$ cat config.mk
export PLATFORM = sky130hd
export DESIGN_NAME = csi_ltf_estimator
export DESIGN_NICKNAME = d
export VERILOG_FILES = /design/src/rtl/csi_ltf_estimator.sv
export SDC_FILE = /design/constraint.sdc
export NUM_CORES = 2
export LEC_CHECK = 0
export CAP_MARGIN = 20
export CELL_PAD_IN_SITES_DETAIL_PLACEMENT = 1
export CELL_PAD_IN_SITES_GLOBAL_PLACEMENT = 2
export CORE_AREA = 5 5 456 458
export DETAILED_ROUTE_END_ITERATION = 12
export DIE_AREA = 0 0 461 463
export PLACE_DENSITY = 0.72
export SYNTH_ARGS = -nofsm -noshare
export SYNTH_HDL_FRONTEND = slang
export SYNTH_SLANG_ARGS = --single-unit
$ cat constraint.sdc
create_clock -name clk_in -period 9.5 [get_ports clk_in]
set_input_delay 1.9 -clock clk_in [delete_from_list [all_inputs] [get_ports clk_in]]
set_output_delay 1.9 -clock clk_in [all_outputs]
set_load 0.01 [all_outputs]
$ cat src/rtl/csi_ltf_estimator.sv
// csi_ltf_estimator: averages pairs of L-LTF FFT frames per bin and applies the LTF sign to produce CSI
module csi_ltf_estimator #(
    parameter int DATA_WIDTH = 16
) (
    input  logic                  clk_in,
    input  logic                  rst_n_in,
    input  logic                  sync_in,
    input  logic                  fft_axis_tvalid,
    input  logic                  fft_axis_tlast,
    input  logic [DATA_WIDTH-1:0] fft_re_axis_tdata,
    input  logic [DATA_WIDTH-1:0] fft_im_axis_tdata,
    output logic                  fft_axis_tready,
    output logic                  csi_axis_tvalid,
    output logic                  csi_axis_tlast,
    output logic [DATA_WIDTH-1:0] csi_re_axis_tdata,
    output logic [DATA_WIDTH-1:0] csi_im_axis_tdata,
    input  logic                  csi_axis_tready,
    output logic                  frame_err
);
    // L_k in FFT bin order: L_NZ marks occupied bins, L_NEG marks the -1 bins (bit k = bin k)
    localparam logic [63:0] L_NZ  = {26'h3ff_ffff, 11'd0, 26'h3ff_ffff, 1'b0};
    localparam logic [63:0] L_NEG = {26'b00001010011000000101001100, 11'd0,
                                     26'b00001010110011111010100110, 1'b0};
    localparam logic signed [DATA_WIDTH-1:0] S_MAX = {1'b0, {(DATA_WIDTH-1){1'b1}}};
    localparam logic signed [DATA_WIDTH-1:0] S_MIN = {1'b1, {(DATA_WIDTH-1){1'b0}}};

    typedef enum logic {FIRST, SECOND} state_t;

    state_t                         r_state, w_state_nxt;
    logic [5:0]                     r_cnt, w_cnt_nxt;
    logic [2*DATA_WIDTH-1:0]        r_buf [64];
    logic                           r_valid, r_last, r_err;
    logic [DATA_WIDTH-1:0]          r_re, r_im;
    logic                           w_acc, w_bin63, w_bad, w_emit;
    logic [2*DATA_WIDTH-1:0]        w_rd;
    logic signed [DATA_WIDTH:0]     w_sum_re, w_sum_im;
    logic signed [DATA_WIDTH-1:0]   w_avg_re, w_avg_im, w_csi_re, w_csi_im;

    // frame A is always accepted; frame B only when the output register can take the result
    assign fft_axis_tready = (r_state == FIRST) || !r_valid || csi_axis_tready;
    assign w_acc   = fft_axis_tvalid && fft_axis_tready;
    assign w_bin63 = r_cnt == 6'd63;
    assign w_bad   = w_acc && (fft_axis_tlast != w_bin63);
    assign w_emit  = w_acc && (r_state == SECOND) && !sync_in;

    // one extra bit keeps the pair sum exact; the floor halving always fits back in DATA_WIDTH
    assign w_rd     = r_buf[r_cnt];
    assign w_sum_re = {w_rd[2*DATA_WIDTH-1], w_rd[2*DATA_WIDTH-1:DATA_WIDTH]}
                    + {fft_re_axis_tdata[DATA_WIDTH-1], fft_re_axis_tdata};
    assign w_sum_im = {w_rd[DATA_WIDTH-1], w_rd[DATA_WIDTH-1:0]}
                    + {fft_im_axis_tdata[DATA_WIDTH-1], fft_im_axis_tdata};
    assign w_avg_re = DATA_WIDTH'(w_sum_re >>> 1);
    assign w_avg_im = DATA_WIDTH'(w_sum_im >>> 1);
    // negating the most negative value would wrap, so it clamps to the positive maximum
    assign w_csi_re = !L_NZ[r_cnt] ? '0 : !L_NEG[r_cnt] ? w_avg_re :
                      (w_avg_re == S_MIN) ? S_MAX : -w_avg_re;
    assign w_csi_im = !L_NZ[r_cnt] ? '0 : !L_NEG[r_cnt] ? w_avg_im :
                      (w_avg_im == S_MIN) ? S_MAX : -w_avg_im;

    assign csi_axis_tvalid   = r_valid;
    assign csi_axis_tlast    = r_last;
    assign csi_re_axis_tdata = r_re;
    assign csi_im_axis_tdata = r_im;
    assign frame_err         = r_err;

    // next state and bin counter: sync wins, then framing errors, then normal frame progress
    always_comb begin
        w_state_nxt = r_state;
        w_cnt_nxt   = r_cnt;
        if (sync_in || w_bad) begin
            w_state_nxt = FIRST;
            w_cnt_nxt   = '0;
        end else if (w_acc) begin
            w_cnt_nxt = r_cnt + 6'd1;
            if (w_bin63) w_state_nxt = (r_state == FIRST) ? SECOND : FIRST;
        end
    end

    // state, counter and the framing-error pulse (suppressed when sync re-arms the pairing)
    always_ff @(posedge clk_in or negedge rst_n_in) begin
        if (!rst_n_in) begin
            r_state <= FIRST;
            r_cnt   <= '0;
            r_err   <= 1'b0;
        end else begin
            r_state <= w_state_nxt;
            r_cnt   <= w_cnt_nxt;
            r_err   <= w_bad && !sync_in;
        end
    end

    // frame A capture into LUTRAM; contents are deliberately never cleared
    always_ff @(posedge clk_in) begin
        if (w_acc && (r_state == FIRST) && !sync_in) r_buf[r_cnt] <= {fft_re_axis_tdata, fft_im_axis_tdata};
    end

    // output register: loads on each frame B beat, a tlast error closes the frame early
    always_ff @(posedge clk_in or negedge rst_n_in) begin
        if (!rst_n_in) begin
            r_valid <= 1'b0;
            r_last  <= 1'b0;
            r_re    <= '0;
            r_im    <= '0;
        end else if (w_emit) begin
            r_valid <= 1'b1;
            r_last  <= w_bin63 || fft_axis_tlast;
            r_re    <= w_csi_re;
            r_im    <= w_csi_im;
        end else if (csi_axis_tready) begin
            r_valid <= 1'b0;
            r_last  <= 1'b0;
        end
    end
endmodule

# Yosys cells after proc, flatten, opt, wreduce, memory -nomap -nowiden
# Memories as Yosys holds them, arrays and structs flattened.
# Cells that the tools add are included.
totals:
  rom_bits: 128
  latch_bits: 0
  ram_bits: 2048
  reg_bits: 42
  inputBits: 38
  out_inout_bits: 36
  word_cells: 57
  n_memories: 3
op_classes:
  shifts: 0
  div: 0
  bitwise_logic: 1
  n_lt_le_gt_ge: 1
  mul: 0
  n_eq_ne: 4
  n_addsub: 5
  n_reduce_logical: 17
  muxes: 19
mem_list:
  columns: ["memory", "words", "width", "read_ports", "rd_clocked_by_memory_dff", "wr", "line_no", "source"]
  rows:
  - ["r_buf", 64, 32, 1, 0, 1, "31", "logic [2*DATA_WIDTH-1:0] r_buf [64];"]
  - ["(name not given)", 64, 1, 1, 0, 0, "57", "assign w_csi_im = !L_NZ[r_cnt] ? '0 : !L_NEG[r_cnt] ? w_avg_im :"]
  - ["(name not given)", 64, 1, 1, 0, 0, "57", null]
op_table:
  columns: ["op", "count"]
  rows:
  - ["$mux W16", 6]
  - ["$add A16 B16 Y17", 2]
  - ["$eq A16 B16 Y1 const B", 2]
  - ["$neg A16 Y16", 2]
  - ["$mux W6", 2]
  - ["$mux W1", 11]
  - ["$logic_and A1 B1 Y1", 7]
  - ["$lt A6 B7 Y1 const B", 1]
  - ["$add A6 B1 Y6 const B", 1]
  - ["$eq A6 B6 Y1 const B", 1]
  - ["$reduce_bool A2 Y1", 3]
  - ["$logic_or A1 B1 Y1", 4]
  - ["$logic_not A1 Y1", 2]
  - ["$reduce_and A2 Y1", 1]
  - ["$ne A1 B1 Y1", 1]
  - ["$not A1 Y1", 1]

# Logic depth before layout (Yosys ltp)
depth:
  ltp_word: 8
  mapped_depth: 28
  depth_no_buf: 20

# Worst setup path before layout
# No wires, ideal clock.
synth_path:
  path_kind: "register to register"
  startpoint: "register r_cnt[0]"
  endpoint: "register r_re[15], in the netlist csi_re_axis_tdata[15]"
  t_arrival_ps: 5759
  path_stages_with_launch: 24
  setup_time_ps: 126
  path_slack_ps: 3615
  required_time_ps: 9374
  synth_period_minus_slack_ps: 5885
  n_path_buf: 8
  cell_sequence: "dfrtp_1 -> buf_6 -> buf_8 -> buf_2 -> buf_1 -> nor3_1 -> clkbuf_1 -> clkbuf_1 -> buf_2 -> a22oi_1 -> nand4_1 -> o21ai_0 -> o221ai_1 -> ha_1 -> clkbuf_1 -> a21o_1 -> a21o_1 -> a2111oi_0 -> nand2_1 -> o211a_1 -> nor4_4 -> nand4_2 -> o2111a_1 -> a221o_1"
synth_between:
  elab_chain_cells: 6
  word_cells_on_any_way: 11
  classes_between: "add/sub (2); eq/ne (1); mux (5); memory (3)"
synth_rtl:
  columns: ["element", "line_no", "source"]
  rows:
  - ["start, declared", "30", "logic [5:0] r_cnt, w_cnt_nxt;"]
  - ["start signal, assigned", "87", "r_cnt <= w_cnt_nxt;"]
  - ["$mem_v2 Z64 W32", null, null]
  - ["$add A16 B16 Y17", "49", "+ {fft_re_axis_tdata[DATA_WIDTH-1], fft_re_axis_tdata};"]
  - ["$neg A16 Y16 or $eq A16 B16 Y1 (tied branches)", "56", "(w_avg_re == S_MIN) ? S_MAX : -w_avg_re;"]
  - ["$mux W16", "56", null]
  - ["$mux W16", "55", "assign w_csi_re = !L_NZ[r_cnt] ? '0 : !L_NEG[r_cnt] ? w_avg_re :"]
  - ["$mux W16 *", "55", null]
  - ["end signal, assigned", "107", "r_re <= w_csi_re;"]
  - ["end, declared", "33", "logic [DATA_WIDTH-1:0] r_re, r_im;"]
# Mark *: on every way between the ends. The rest lies on a longest branch, timed or not. The select of a mux whose other input is x is not followed.
# A chain may end at the register's enable or synchronous reset.

# Worst setup path after layout
layout_path:
  startpoint: "register r_cnt[0]"
  endpoint: "register r_im[2], in the netlist csi_im_axis_tdata[2]"
layout_between:
  elab_chain_cells: 6
  word_cells_on_any_way: 11
  classes_between: "add/sub (2); eq/ne (1); mux (5); memory (3)"
layout_rtl:
  columns: ["element", "line_no", "source"]
  rows:
  - ["$mem_v2 Z64 W32", null, null]
  - ["$add A16 B16 Y17", "51", "+ {fft_im_axis_tdata[DATA_WIDTH-1], fft_im_axis_tdata};"]
  - ["$neg A16 Y16 or $eq A16 B16 Y1 (tied branches)", "58", "(w_avg_im == S_MIN) ? S_MAX : -w_avg_im;"]
  - ["$mux W16", "58", null]
  - ["$mux W16", "57", null]
  - ["$mux W16 *", "57", null]
  - ["end signal, assigned", "108", "r_im <= w_csi_im;"]
  - ["end, declared", "33", null]
# Marks and branches as above.

==> impl_metrics.yaml <==
grt:
  grt_pass1_wl_mm: 420
  antenna_found_initial: 16
  first_global_vias: 50200
  grt_start_max_net_pins: 78
  grt.overflow.total: 0
  grtUsageTotal_pct: 28.1
logic_synthesis:
  async_flop_share_pct: 2.01
  ys.flop_type: "edfxtp_1"
  yosysMostFrequentCell: "edfxtp_1"
  ys_seq_area_share_pct: 77.4
  post_synth_num_cell_types: 105
  syn_area_sq_mm: 0.0808
  post_synth_most_frequent_cells: "2048 x edfxtp_1, 390 x a22oi_1, 245 x a221oi_1"
  ys_top_cells_by_area: "edfxtp_1 76%, a22oi_1 3.6%, a221oi_1 2.7%"
  syn_inst: 4644
  ys_ff_latch: 2090
  synth_top_cell_by_area: "edfxtp_1"
  ys_warn_count: 0
  synth_enable_flop_cells: 2048
  syn_area_per_cell_sq_um: 17.4
  synth_nets: 4722
  synth_top_area_share_pct: 76.1
critical_path:
  crit_path_start_kind: "flip-flop"
  cp.arrival_ps: 8670
  worstPathRequired_ps: 10300
  cp_max_fo: 50
  crit_type: "flip-flop to flip-flop"
  cp-end-kind: "flip-flop"
timing:
  drv_slew: 0
  fin_skew_ps: 51.6
  timing.final.crit_share_pct: 82.9
  rsz0062_at_grt: "false"
  fmax_mhz: 127
  finalCriticalPeriod_ps: 7880
  worst_pin_slew_ps: 1190
  tns_ps: 0
  finalHoldViolations: 0
  max_slew_margin_pct: 19.7
  setup_viol: 0
run:
  max_cap_viol_count: 0
floorplanning:
  fp.dieArea_sq_mm: 0.213
  die_w_um: 461
  start_util_pct: 39.7
  io_pins: 74
  core.rowCount: 166
  die_y_um: 463
  core_area_sq_mm: 0.204
finish:
  finish.utilization_pct: 45.4
  multi_input_area_sq_mm: 0.0175
  ff_latch_area_sq_mm: 0.0626
  fin_area_sq_mm: 0.0925
  nFillCells: 19300
  fin_nets: 4928
  drive_gt1_share_pct: 16.2
  area_growth_syn_to_layout_pct: 14.5
clock_network:
  cts_buffer_depth: 3
  insertion_delay_ps: 870
  cts_tree: "done"
  cts_hold_buf: 0
  cts_resized: 0
  cts_htree_levels: 4
  path_clk_slew_ps: 60
  numCtsBuffers: 204
  post_cts_buffers: 0
  cts_root_buf: "clkbuf_16"
  clock-sinks: 2090
pwr:
  peakVddDrop_v: 0.000152
  p_per_area_mw_per_mm2: 204
  power.leakage_nw: 28.4
  p_total_mw: 18.9
detailed_routing:
  wl_mm: 307
  drt_first_pass_iters: 6
  post_drt_wl_per_cell_um: 39.8
  post_drt_via_cell_ratio: 6.63
  drc: 0
  ant_nets: 0
  dr.first_iter.drc_count: 8517
  vias: 51100
hold_path:
  hold_path_class: "flip-flop to flip-flop"
placement:
  io_buffers: 73
  place_area_sq_mm: 0.0861
  gp_congestion: 0.857
  dp_hpwl_mm: 181
status:
  outcome: "completed"
-- logic make-up after synthesis --
group / after synthesis / synth area share (%)
adders and majority gates: 40 / 0.638
and+or+nand+nor: 577 / 3.53
AOI/OAI and AO/OA: 1352 / 12.6
DFF: 2090 / 77.4
buffers and inverters: 328 / 1.64
xor gates and xnor gates: 30 / 0.325
muxes: 227 / 3.83
-- layout by cell type, fill, tap and decap left out, types with 22 or more instances in the layout --
cell / n
a21o_1: 30
a21oi_1: 148
a221oi_1: 245
a22o_1: 137
a22oi_1: 390
a31oi_1: 114
buf_12: 22
buf_2: 33
buf_4: 211
clkbuf_1: 56
clkbuf_16: 206
clkdlybuf4s50_1: 40
clkinv_1: 48
clkinv_2: 30
dfrtp_1: 36
edfxtp_1: 2048
ha_1: 38
mux2_2: 75
mux2i_1: 93
mux4_2: 57
nand2_1: 140
nand3_1: 48
nand4_1: 43
nor2_1: 118
nor2_4: 71
nor3_1: 26
o21ai_0: 89
-- final cells by class --
cell class	count	share of cell area, %
repair buffers	307	2.83
clock buffers	265	5.85
well taps	2688	3.64
diodes	8	0.0217
inverters	21	0.0853
multi-input cells	2226	19.0
flip-flops and latches	2090	67.7
clock inverters	105	0.953
-- registers in the layout (all words and copies together) (netlist names) --
register / cells
csi_re_axis_tdata: 16
r_buf: 2048
csi_im_axis_tdata: 16
r_state: 1
r_cnt: 6
frame_err: 1
csi_axis_tvalid: 1
csi_axis_tlast: 1
-- path summary, 6_finish.rpt --
kind / slack [ps] / from / end / depth (start not counted)
max in group asynchronous: 8170 / rst_n_in / csi_im_axis_tdata[2] / 2
worst max register to register: 1620 / r_cnt[0] / csi_im_axis_tdata[2] / 20
min in group asynchronous: 870 / rst_n_in / r_cnt[0] / 1
worst min register to register: 480 / csi_im_axis_tdata[1] / csi_im_axis_tdata[1] / 1
worst min-delay path: 480 / csi_im_axis_tdata[1] / csi_im_axis_tdata[1] / 1
worst max-delay path: 1620 / r_cnt[0] / csi_im_axis_tdata[2] / 20
-- per-layer routing --
layer / up-vias / routed length (um) / global-route usage (%)
li1: 19800 / - / -
met1: 27000 / 117000 / 38.5
met2: 3724 / 139000 / 42.9
met3: 637 / 36700 / 7.06
met4: 2 / 14400 / 11.8
met5: - / 11 / 0
-- stage by stage --
| stage | hold WS [ps] | instances | setup WS [ps] |
|---|---|---|---|
| 2_1_floorplan | 516 | 4644 | 3620 |
| 3_3_place_gp | 465 | 7328 | 1790 |
| 3_5_place_dp | 474 | 7330 | 1840 |
| 4_1_cts | 488 | 7700 | 1820 |
| 5_1_grt | 522 | 7704 | 1480 |
| 6_report | 481 | 7710 | 1620 |
-- where the power goes --
| group | total, mW | switching (mW) | leakage, nW | internal, mW |
|---|---|---|---|---|
| Sequential | 10.1 | 0.0102 | 19.0 | 10.1 |
| Combinational | 0.943 | 0.692 | 6.40 | 0.251 |
| Clock | 7.79 | 3.56 | 3.05 | 4.24 |
-- critical path, cell delays in order (launching register included) --
cell       delay [ps]
dfrtp_4           940
buf_12            380
nor3_2            140
buf_12            200
buf_4             360
a221oi_1          320
a31oi_1           210
nor4_1            690
o21ai_0           220
or4_1             710
ha_1              450
and2_1            190
a221o_1           410
or2_2             360
nand3_1           140
nand2_1           100
or3_1             380
a21oi_2           310
o2111ai_2         440
a2111o_1          520
nand2_1            60
No activity file was read; power rests on OpenSTA's default activity.
